## src/rtl/obi_axil_master_bridge.sv

```systemverilog
// ---------------------------------------------------------------------------
// obi_axil_master_bridge
//
// Turns the CV32E40P OBI data interface (req/gnt/rvalid) into an AXI4-Lite
// master. One transaction is in flight at a time. Every granted OBI request
// produces exactly one obi_rvalid_o pulse. An optional watchdog turns a hung
// slave into a bus error, so the core is not stalled forever.
//
// Ports:
//   clk, rst_n                 clock (rising edge); asynchronous active-low reset
//   obi_req_i / obi_gnt_o      request and combinational grant
//   obi_addr_i, obi_we_i,      request attributes, captured on grant
//   obi_be_i, obi_wdata_i
//   obi_rvalid_o, obi_rdata_o, registered response: single-cycle pulse, with
//   obi_err_o                  data and error held until the next pulse
//   m_aw*, m_w*, m_b*          AXI-Lite write address, write data and write
//                              response channels
//   m_ar*, m_r*                AXI-Lite read address and read data channels
//
// Parameters:
//   TIMEOUT_CYCLES  cycles allowed in WAIT_B/WAIT_R before an abort with an
//                   error; 0 removes the watchdog
//   CNT_W           width of the watchdog counter
// ---------------------------------------------------------------------------
module obi_axil_master_bridge #(
    parameter int unsigned TIMEOUT_CYCLES = 0,
    parameter int unsigned CNT_W          = 16
) (
    input  logic        clk,
    input  logic        rst_n,
    input  logic        obi_req_i,
    output logic        obi_gnt_o,
    input  logic [31:0] obi_addr_i,
    input  logic        obi_we_i,
    input  logic [3:0]  obi_be_i,
    input  logic [31:0] obi_wdata_i,
    output logic        obi_rvalid_o,
    output logic [31:0] obi_rdata_o,
    output logic        obi_err_o,
    output logic [31:0] m_awaddr,
    output logic        m_awvalid,
    input  logic        m_awready,
    output logic [31:0] m_wdata,
    output logic [3:0]  m_wstrb,
    output logic        m_wvalid,
    input  logic        m_wready,
    input  logic [1:0]  m_bresp,
    input  logic        m_bvalid,
    output logic        m_bready,
    output logic [31:0] m_araddr,
    output logic        m_arvalid,
    input  logic        m_arready,
    input  logic [31:0] m_rdata,
    input  logic [1:0]  m_rresp,
    input  logic        m_rvalid,
    output logic        m_rready
);

    typedef enum logic [2:0] {
        IDLE    = 3'd0,
        WR_ADDR = 3'd1,
        WAIT_B  = 3'd2,
        RD_ADDR = 3'd3,
        WAIT_R  = 3'd4
    } state_t;

    state_t      state_reg;
    logic [31:0] addr_reg;
    logic [31:0] wdata_reg;
    logic [3:0]  be_reg;
    logic        aw_done_reg;
    logic        w_done_reg;
    logic        timeout;

    // The AW and W handshakes may complete in either order. "All" folds in a
    // handshake that completes in the current cycle.
    logic aw_all;
    logic w_all;

    // The valids and readies are decoded from the state register. The state
    // register is reset asynchronously, so the valids drop as soon as rst_n
    // goes low.
    assign obi_gnt_o = obi_req_i & (state_reg == IDLE);
    assign m_awaddr  = addr_reg;
    assign m_araddr  = addr_reg;
    assign m_wdata   = wdata_reg;
    assign m_wstrb   = be_reg;
    assign m_awvalid = (state_reg == WR_ADDR) & ~aw_done_reg;
    assign m_wvalid  = (state_reg == WR_ADDR) & ~w_done_reg;
    assign m_arvalid = (state_reg == RD_ADDR);
    assign m_bready  = (state_reg == WAIT_B);
    assign m_rready  = (state_reg == WAIT_R);

    assign aw_all = aw_done_reg | (m_awvalid & m_awready);
    assign w_all  = w_done_reg  | (m_wvalid  & m_wready);

    // Watchdog. The counter holds 0 outside the wait states, so it is already
    // clear when a wait state is entered. It holds k during the (k+1)-th wait
    // cycle. When it holds TIMEOUT_CYCLES-1, that cycle is the last one
    // allowed. A response in that cycle still completes normally, because the
    // response is tested before the timeout in the FSM below.
    generate
        if (TIMEOUT_CYCLES > 0) begin : g_wdog
            localparam logic [CNT_W-1:0] LAST_CNT = CNT_W'(TIMEOUT_CYCLES - 1);
            logic [CNT_W-1:0] cnt_reg;
            logic             in_wait;

            assign in_wait = (state_reg == WAIT_B) | (state_reg == WAIT_R);
            assign timeout = in_wait & (cnt_reg == LAST_CNT);

            always_ff @(posedge clk or negedge rst_n) begin
                if (!rst_n) begin
                    cnt_reg <= '0;
                end else if (!in_wait) begin
                    cnt_reg <= '0;
                end else begin
                    cnt_reg <= cnt_reg + CNT_W'(1);
                end
            end
        end else begin : g_no_wdog
            assign timeout = 1'b0;
        end
    endgenerate

    always_ff @(posedge clk or negedge rst_n) begin
        if (!rst_n) begin
            state_reg    <= IDLE;
            addr_reg     <= '0;
            wdata_reg    <= '0;
            be_reg       <= '0;
            aw_done_reg  <= 1'b0;
            w_done_reg   <= 1'b0;
            obi_rvalid_o <= 1'b0;
            obi_rdata_o  <= '0;
            obi_err_o    <= 1'b0;
        end else begin
            obi_rvalid_o <= 1'b0;
            case (state_reg)
                IDLE: begin
                    if (obi_req_i) begin
                        addr_reg  <= obi_addr_i;
                        wdata_reg <= obi_wdata_i;
                        be_reg    <= obi_be_i;
                        state_reg <= obi_we_i ? WR_ADDR : RD_ADDR;
                    end
                end
                WR_ADDR: begin
                    if (aw_all && w_all) begin
                        aw_done_reg <= 1'b0;
                        w_done_reg  <= 1'b0;
                        state_reg   <= WAIT_B;
                    end else begin
                        aw_done_reg <= aw_all;
                        w_done_reg  <= w_all;
                    end
                end
                WAIT_B: begin
                    if (m_bvalid) begin
                        obi_rvalid_o <= 1'b1;
                        obi_rdata_o  <= '0;
                        obi_err_o    <= m_bresp[1];
                        state_reg    <= IDLE;
                    end else if (timeout) begin
                        obi_rvalid_o <= 1'b1;
                        obi_rdata_o  <= '0;
                        obi_err_o    <= 1'b1;
                        state_reg    <= IDLE;
                    end
                end
                RD_ADDR: begin
                    if (m_arready) begin
                        state_reg <= WAIT_R;
                    end
                end
                WAIT_R: begin
                    if (m_rvalid) begin
                        obi_rvalid_o <= 1'b1;
                        obi_rdata_o  <= m_rdata;
                        obi_err_o    <= m_rresp[1];
                        state_reg    <= IDLE;
                    end else if (timeout) begin
                        obi_rvalid_o <= 1'b1;
                        obi_rdata_o  <= '0;
                        obi_err_o    <= 1'b1;
                        state_reg    <= IDLE;
                    end
                end
                default: begin
                    state_reg <= IDLE;
                end
            endcase
        end
    end

endmodule

```

## config.mk

```make
export PLATFORM = sky130hd
export DESIGN_NAME = obi_axil_master_bridge
export DESIGN_NICKNAME = d
export VERILOG_FILES = /design/src/rtl/obi_axil_master_bridge.sv
export SDC_FILE = /design/constraint.sdc
export NUM_CORES = 1
export LEC_CHECK = 0
export ABC_CLOCK_PERIOD_IN_PS = 2600
export CELL_PAD_IN_SITES_DETAIL_PLACEMENT = 2
export CELL_PAD_IN_SITES_GLOBAL_PLACEMENT = 2
export CORE_ASPECT_RATIO = 1.4
export CORE_MARGIN = 2
export CORE_UTILIZATION = 25
export DETAILED_ROUTE_END_ITERATION = 7
export GPL_TIMING_DRIVEN = 0
export PLACE_DENSITY_LB_ADDON = 0.1
export SLEW_MARGIN = 20
export SYNTH_ARGS = -nofsm -noshare
export SYNTH_HDL_FRONTEND = slang
export SYNTH_SLANG_ARGS = --single-unit
export TNS_END_PERCENT = 30
```

## constraint.sdc

```tcl
create_clock -name clk -period 2.6 [get_ports clk]
set_input_delay 0.78 -clock clk [delete_from_list [all_inputs] [get_ports clk]]
set_output_delay 0.78 -clock clk [all_outputs]
set_load 0.01 [all_outputs]
```

==> results of run 1 <==
==> power by group through the flow <==
stage	Sequential, uW	Combinational (uW)	Clock [uW]
2_1_floorplan	3270	1860	0
3_3_place_gp	2920	4820	0
3_5_place_dp	2990	4960	0
4_1_cts	2970	5020	1390
5_1_grt	3070	5230	1450
6_report	2940	4880	1330
==> cells in the mapped netlist <==
master    count  area, um2
mux2i_1      32        320
mux2_1       10        113
o22ai_1       1       6.26
o21a_1        2       15.0
buf_2         4       20.0
a21oi_4       1       16.3
buf_6         5       56.3
nor2_1        6       22.5
dfrtp_1     107       2680
nor3b_4       1       18.8
buf_4        39        293
nand2b_1      2       12.5
nand2_1      34        128
a221oi_1      1       8.76
a21oi_1       3       15.0
nor3_4        1       16.3
nand2b_4      1       13.8
nand3b_1      2       15.0
and3b_1       1       8.76
mux2_2       60        676
inv_1        33        124
o21ai_0       1       5.00
mux4_2        1       22.5
nor3b_1       2       15.0
==> cell type report <==
| cell class | count | area (um2) |
|---|---|---|
| flip-flops and latches | 107 | 2680 |
| clock inverters | 3 | 22.5 |
| well taps | 240 | 300 |
| clock buffers | 13 | 260 |
| multi-input cells | 162 | 1450 |
| repair buffers | 255 | 2560 |
| plain buffers | 48 | 383 |
| fillers | 1845 | 10300 |
| inverters | 33 | 124 |
==> cell families after synthesis <==
logic type             synth area share, %
muxes                                 24.5
AOI/OAI and AO/OA                     1.44
DFF                                   58.0
buffers and inverters                 10.7
and+or+nand+nor                       5.42
==> metrics by stage <==
step	area, um2	cells	hold slack, ps	utilization (%)	total power, uW
2_1_floorplan	4620	350	484	-	5120
3_3_place_gp	7420	840	491	41.1	7740
3_5_place_dp	7450	841	495	41.2	7950
4_1_cts	7770	861	434	43.0	9370
5_1_grt	7780	861	453	43.0	9750
6_report	7780	861	393	43.0	9150
==> routing by layer <==
metal | up-vias | routed length [um]
met5 | - | 0
met4 | 0 | 227
met3 | 10 | 845
met2 | 140 | 8430
met1 | 1805 | 5620
li1 | 1637 | -
==> what timing repair did <==
action | in CTS | in global routing
pin swaps | 2 | 1
endpoints found under the setup margin | 2 | 4
endpoints found under the hold margin | 0 | 0
setup buffers | 4 | 0
gates resized for setup | 12 | 3
==> worst max-delay path by stage <==
stage / slack (ps) / end / cells past startpoint
after floorplan: 480 / obi_gnt_o / 4
after global placement: -3770 / obi_rdata_o[24] / 1
after detailed placement: -870 / obi_gnt_o / 6
after CTS: 10 / obi_gnt_o / 6
after global routing: 50 / obi_gnt_o / 6
final: 110 / obi_gnt_o / 6
==> critical path, delay by kind of cell <==
family	cells	cell delay, ps
buf+inv	4	640
simple gates	2	290
==> cells in the final DEF (no fill, tap or decap), types with 3 or more instances in the layout <==
cell type,n
mux2_1,10
nand2_1,34
a21oi_1,3
dlymetal6s2s_1,3
nor2_1,6
inv_1,33
buf_4,42
mux2i_1,32
mux2_2,60
clkdlybuf4s50_1,243
buf_2,4
buf_6,7
dfrtp_1,107
clkbuf_16,9
==> out/metrics.csv, run 1 <==
stage,metric,value,unit
floorplanning,start_util,25.6,%
yosys,synthDistinctLibCells,24,
finish,num_antenna_cells,0,
grt,grt.busiest_layer,met2,
yosys,syn-mean-instance-area,13.2,um2
worst_setup_path,cp.required,1820,ps
grt,grt_overflow,0,
power_and_ir_drop,pwr-share-seq,32.1,%
worst_setup_path,worstPathCellList,clkdlybuf4s15_2 > nand2b_4 > nor3_4 > buf_6 > buf_8 > buf_2,
grt,met3_usage,3.42,%
routing,post_drt_wl_per_cell,17.6,um
clock_network,clockBufferDepth,2,
routing,vias_per_cell,4.17,
timing,skew,7.07,ps
power_and_ir_drop,combPwrFrac,53.3,%
timing,rsz0062_at_grt,no,
routing,drt_iter0_drc,46,
yosys,syn_area,4620,um2
clock_network,path_clk_slew,70,ps
floorplanning,ios,253,
grt,grt_max_degree,61,
floorplanning,die-area,19600,um2
routing,drt_wl_total,15100,um
worst_setup_path,worstReg2RegEnd,m_araddr[18],
routing,antenna_left,0,
floorplanning,rows,58,
worst_setup_path,worst-r2r-setup-slack,800,ps
placed_design,pre_cts_ws,-874,ps
worst_setup_path,crit_type,primary input to output pin,
finish,drive_above_1_share,21.7,%
timing,max_freq,0.402,GHz
power_and_ir_drop,swShare,32.1,%
clock_network,clkSinkCount,107,
power_and_ir_drop,p_switching,2940,uW
timing,worstMarginPinSlew,604,ps
routing,drt_pass1_iterations,4,
grt,grt_pass1_wl,23700,um
yosys,ys_seq_area_share,58.0,%
clock_network,cts_max_level,3,
worst_setup_path,critPathMaxStageDelay,230,ps
routing,route.vias.total,3592,
worst_setup_path,r2r_cells,6,
worst_setup_path,slowest_stage,nor3_4,
grt,grt_pass1_vias,4136,
timing,period_needed,2490,ps
grt,antenna_found_initial,0,
grt,use_met1,17.1,%
power_and_ir_drop,leakagePower,0.00324,uW
yosys,syn_nets,463,
worst_setup_path,r2r-start,state_reg[0],
run,cap_viol_max_count,0,
power_and_ir_drop,pwr-share-clk,14.6,%
yosys,yosysWarnings,0,
floorplanning,die_h,165,um
timing,setup_viol,0,
worst_setup_path,startpoint,obi_req_i,
clock_network,insertion_delay,350,ps
placed_design,dpl.hpwl,11900,um
clock_network,clockRootBuffer,clkbuf_16,
finish,fin_nets,729,
timing,hold_viol_final,0,
timing,worst_slack,113,ps
placed_design,place_congestion,0.700,
timing,slew_violations,0,
floorplanning,die_x,119,um
clock_network,cts_inserted_buffers,9,
grt,gr-usage-met2,30.2,%
routing,drcViolationCount,0,
yosys,ys_ff_latch,107,
power_and_ir_drop,power_density,1180,nW/um2
timing,relSlewSlack,59.7,%
worst_setup_path,cp-start-kind,primary input,
clock_network,ctsHoldBuffers,0,
yosys,synth_cells,350,
finish,syn_to_final_growth,68.4,%
grt,grt_usage,15.8,%
worst_setup_path,cp_max_fo,10,
worst_setup_path,critical_path_arrival,1710,ps
worst_hold_path,worstHoldPathType,primary input to async pin,
timing,timing.setup.tns,0,ps
floorplanning,core,18100,um2
power_and_ir_drop,ir_drop,342,uV
timing,timing.final.crit_share,95.7,%
power_and_ir_drop,intPower,6210,uW
clock_network,tritoncts,yes,
outcome,status,finished clean,
worst_setup_path,cp-end-kind,output pin,
placed_design,port_buffers,250,
Power figures use the tool's default switching activity.
==> run 2, diff against run 1 <==
- CORE_MARGIN: 2 -> not set
- SLEW_MARGIN: 20 -> 25
==> out/metrics.csv, run 2 (synthesized netlist as in run 1, its figures left out) <==
stage,metric,value,unit
outcome,status,finished clean,
finish,fin_nets,730,
placed_design,place_congestion,0.679,
clock_network,clockRootBuffer,clkbuf_16,
routing,post_drt_wl_per_cell,17.2,um
clock_network,cts_max_level,3,
timing,worstMarginPinSlew,613,ps
grt,antenna_found_initial,1,
power_and_ir_drop,ir_drop,409,uV
clock_network,tritoncts,yes,
clock_network,insertion_delay,350,ps
clock_network,path_clk_slew,70,ps
floorplanning,die_h,163,um
finish,final_common_cell,clkdlybuf4s50_1,
grt,grt_max_degree,61,
power_and_ir_drop,power,9230,uW
timing,relSlewSlack,59.1,%
floorplanning,start_util,25.7,%
timing,timing.setup.tns,0,ps
clock_network,cts_inserted_buffers,9,
worst_setup_path,worst-r2r-setup-slack,730,ps
clock_network,ctsHoldBuffers,0,
run,cap_viol_max_count,0,
timing,period_needed,2480,ps
grt,grt_overflow,0,
timing,max_freq,0.403,GHz
worst_setup_path,critical_path_arrival,1700,ps
grt,grt_usage,16.0,%
floorplanning,core,18000,um2
routing,drt_iter0_drc,45,
timing,hold_viol_final,0,
worst_setup_path,cp_max_fo,10,
placed_design,placed_area,7450,um2
floorplanning,ios,253,
floorplanning,die-area,19000,um2
grt,grt_pass1_wl,22500,um
floorplanning,rows,58,
placed_design,port_buffers,250,
routing,drt_pass1_iterations,3,
timing,skew,8.94,ps
routing,route.vias.total,3630,
finish,n_fill_cell,1892,
timing,setup_viol,0,
clock_network,clockBufferDepth,2,
finish,syn_to_final_growth,69.0,%
timing,rsz0062_at_grt,no,
finish,drive_above_1_share,21.7,%
clock_network,clkSinkCount,107,
worst_setup_path,cp-end-kind,output pin,
routing,drt_wl_total,14800,um
finish,postLayoutCellArea,7800,um2
grt,grt_pass1_vias,4022,
worst_setup_path,crit_type,flip-flop to output pin,
worst_setup_path,cp.required,1820,ps
finish,final_cell_mix,"clkdlybuf4s50_1, dfrtp_1, mux2_2, buf_4, nand2_1",
floorplanning,die_x,117,um
routing,antenna_left,0,
worst_hold_path,worstHoldPathType,primary input to async pin,
timing,timing.final.crit_share,95.5,%
power_and_ir_drop,power_density,1180,nW/um2
timing,slew_violations,0,
routing,vias_per_cell,4.21,
routing,drcViolationCount,0,
power_and_ir_drop,leakagePower,0.00324,uW
worst_setup_path,cp-start-kind,flip-flop,
placed_design,dpl.hpwl,11500,um
run 2: critical path, cell delays in order, from the launching register on:
cell             delay [ps]
dfrtp_1                 360
buf_4                   180
nand2b_4                160
nor3_4                  180
buf_6                   150
buf_12                  100
clkdlybuf4s15_1         220
run 2: final timing paths:
| kind | startpoint | end | depth (start not counted) |
|---|---|---|---|
| hold reg to reg | m_wdata[11] | m_wdata[11] | 1 |
| min in group clk | m_wdata[11] | m_wdata[11] | 1 |
| setup / recovery | state_reg[0] | obi_gnt_o | 6 |
| hold / removal | rst_n | m_araddr[10] | 1 |
| setup reg to reg | state_reg[0] | m_wstrb[1] | 7 |
| max in group asynchronous | rst_n | m_araddr[0] | 2 |
run 2: where the power goes:
part           total (uW)  switching (uW)  internal, uW
registers            2940             484          2450
logic                4900            1840          3060
clock network        1390             619           770
run 2: metrics by stage:
step | hold slack, ps | util (%) | setup slack, ps | std cells
2_1_floorplan | 484 | - | 476 | 350
3_3_place_gp | 491 | 41.2 | -3700 | 840
3_5_place_dp | 495 | 41.4 | -876 | 841
4_1_cts | 433 | 43.3 | 27.7 | 861
5_1_grt | 443 | 43.4 | 5.48 | 862
6_report | 398 | 43.4 | 116 | 862
run 2: layer usage:
metal  up-vias  track usage, %  part of all wire, %
met5         -               0                    0
met4         0            5.58                  2.0
met3        15            5.10                  8.2
met2       159            29.2                   54
met1      1809            17.1                   36
li1       1647               -                    -
run 2: layout make-up:
type	instances	area, um2	area share (%)
diodes	1	2.50	0.0321
plain buffers	47	375	4.81
clock buffers	11	243	3.11
clock inverters	4	51.3	0.657
inverters	33	124	1.59
multi-input cells	162	1450	18.6
flip-flops and latches	107	2680	34.3
well taps	240	300	3.85
repair buffers	257	2580	33.1
run 2: repair_timing:
| item | CTS | global route |
|---|---|---|
| pin swaps | 2 | 0 |
| setup endpoints to repair | 2 | 4 |
| setup buffers | 6 | 0 |
| resized for setup | 10 | 5 |
==> run 3, diff against run 2 <==
- HOLD_SLACK_MARGIN: not set -> 0.12
==> results of run 3 <==
Same layout as run 2: the final DEF is identical, and so are final timing and power.
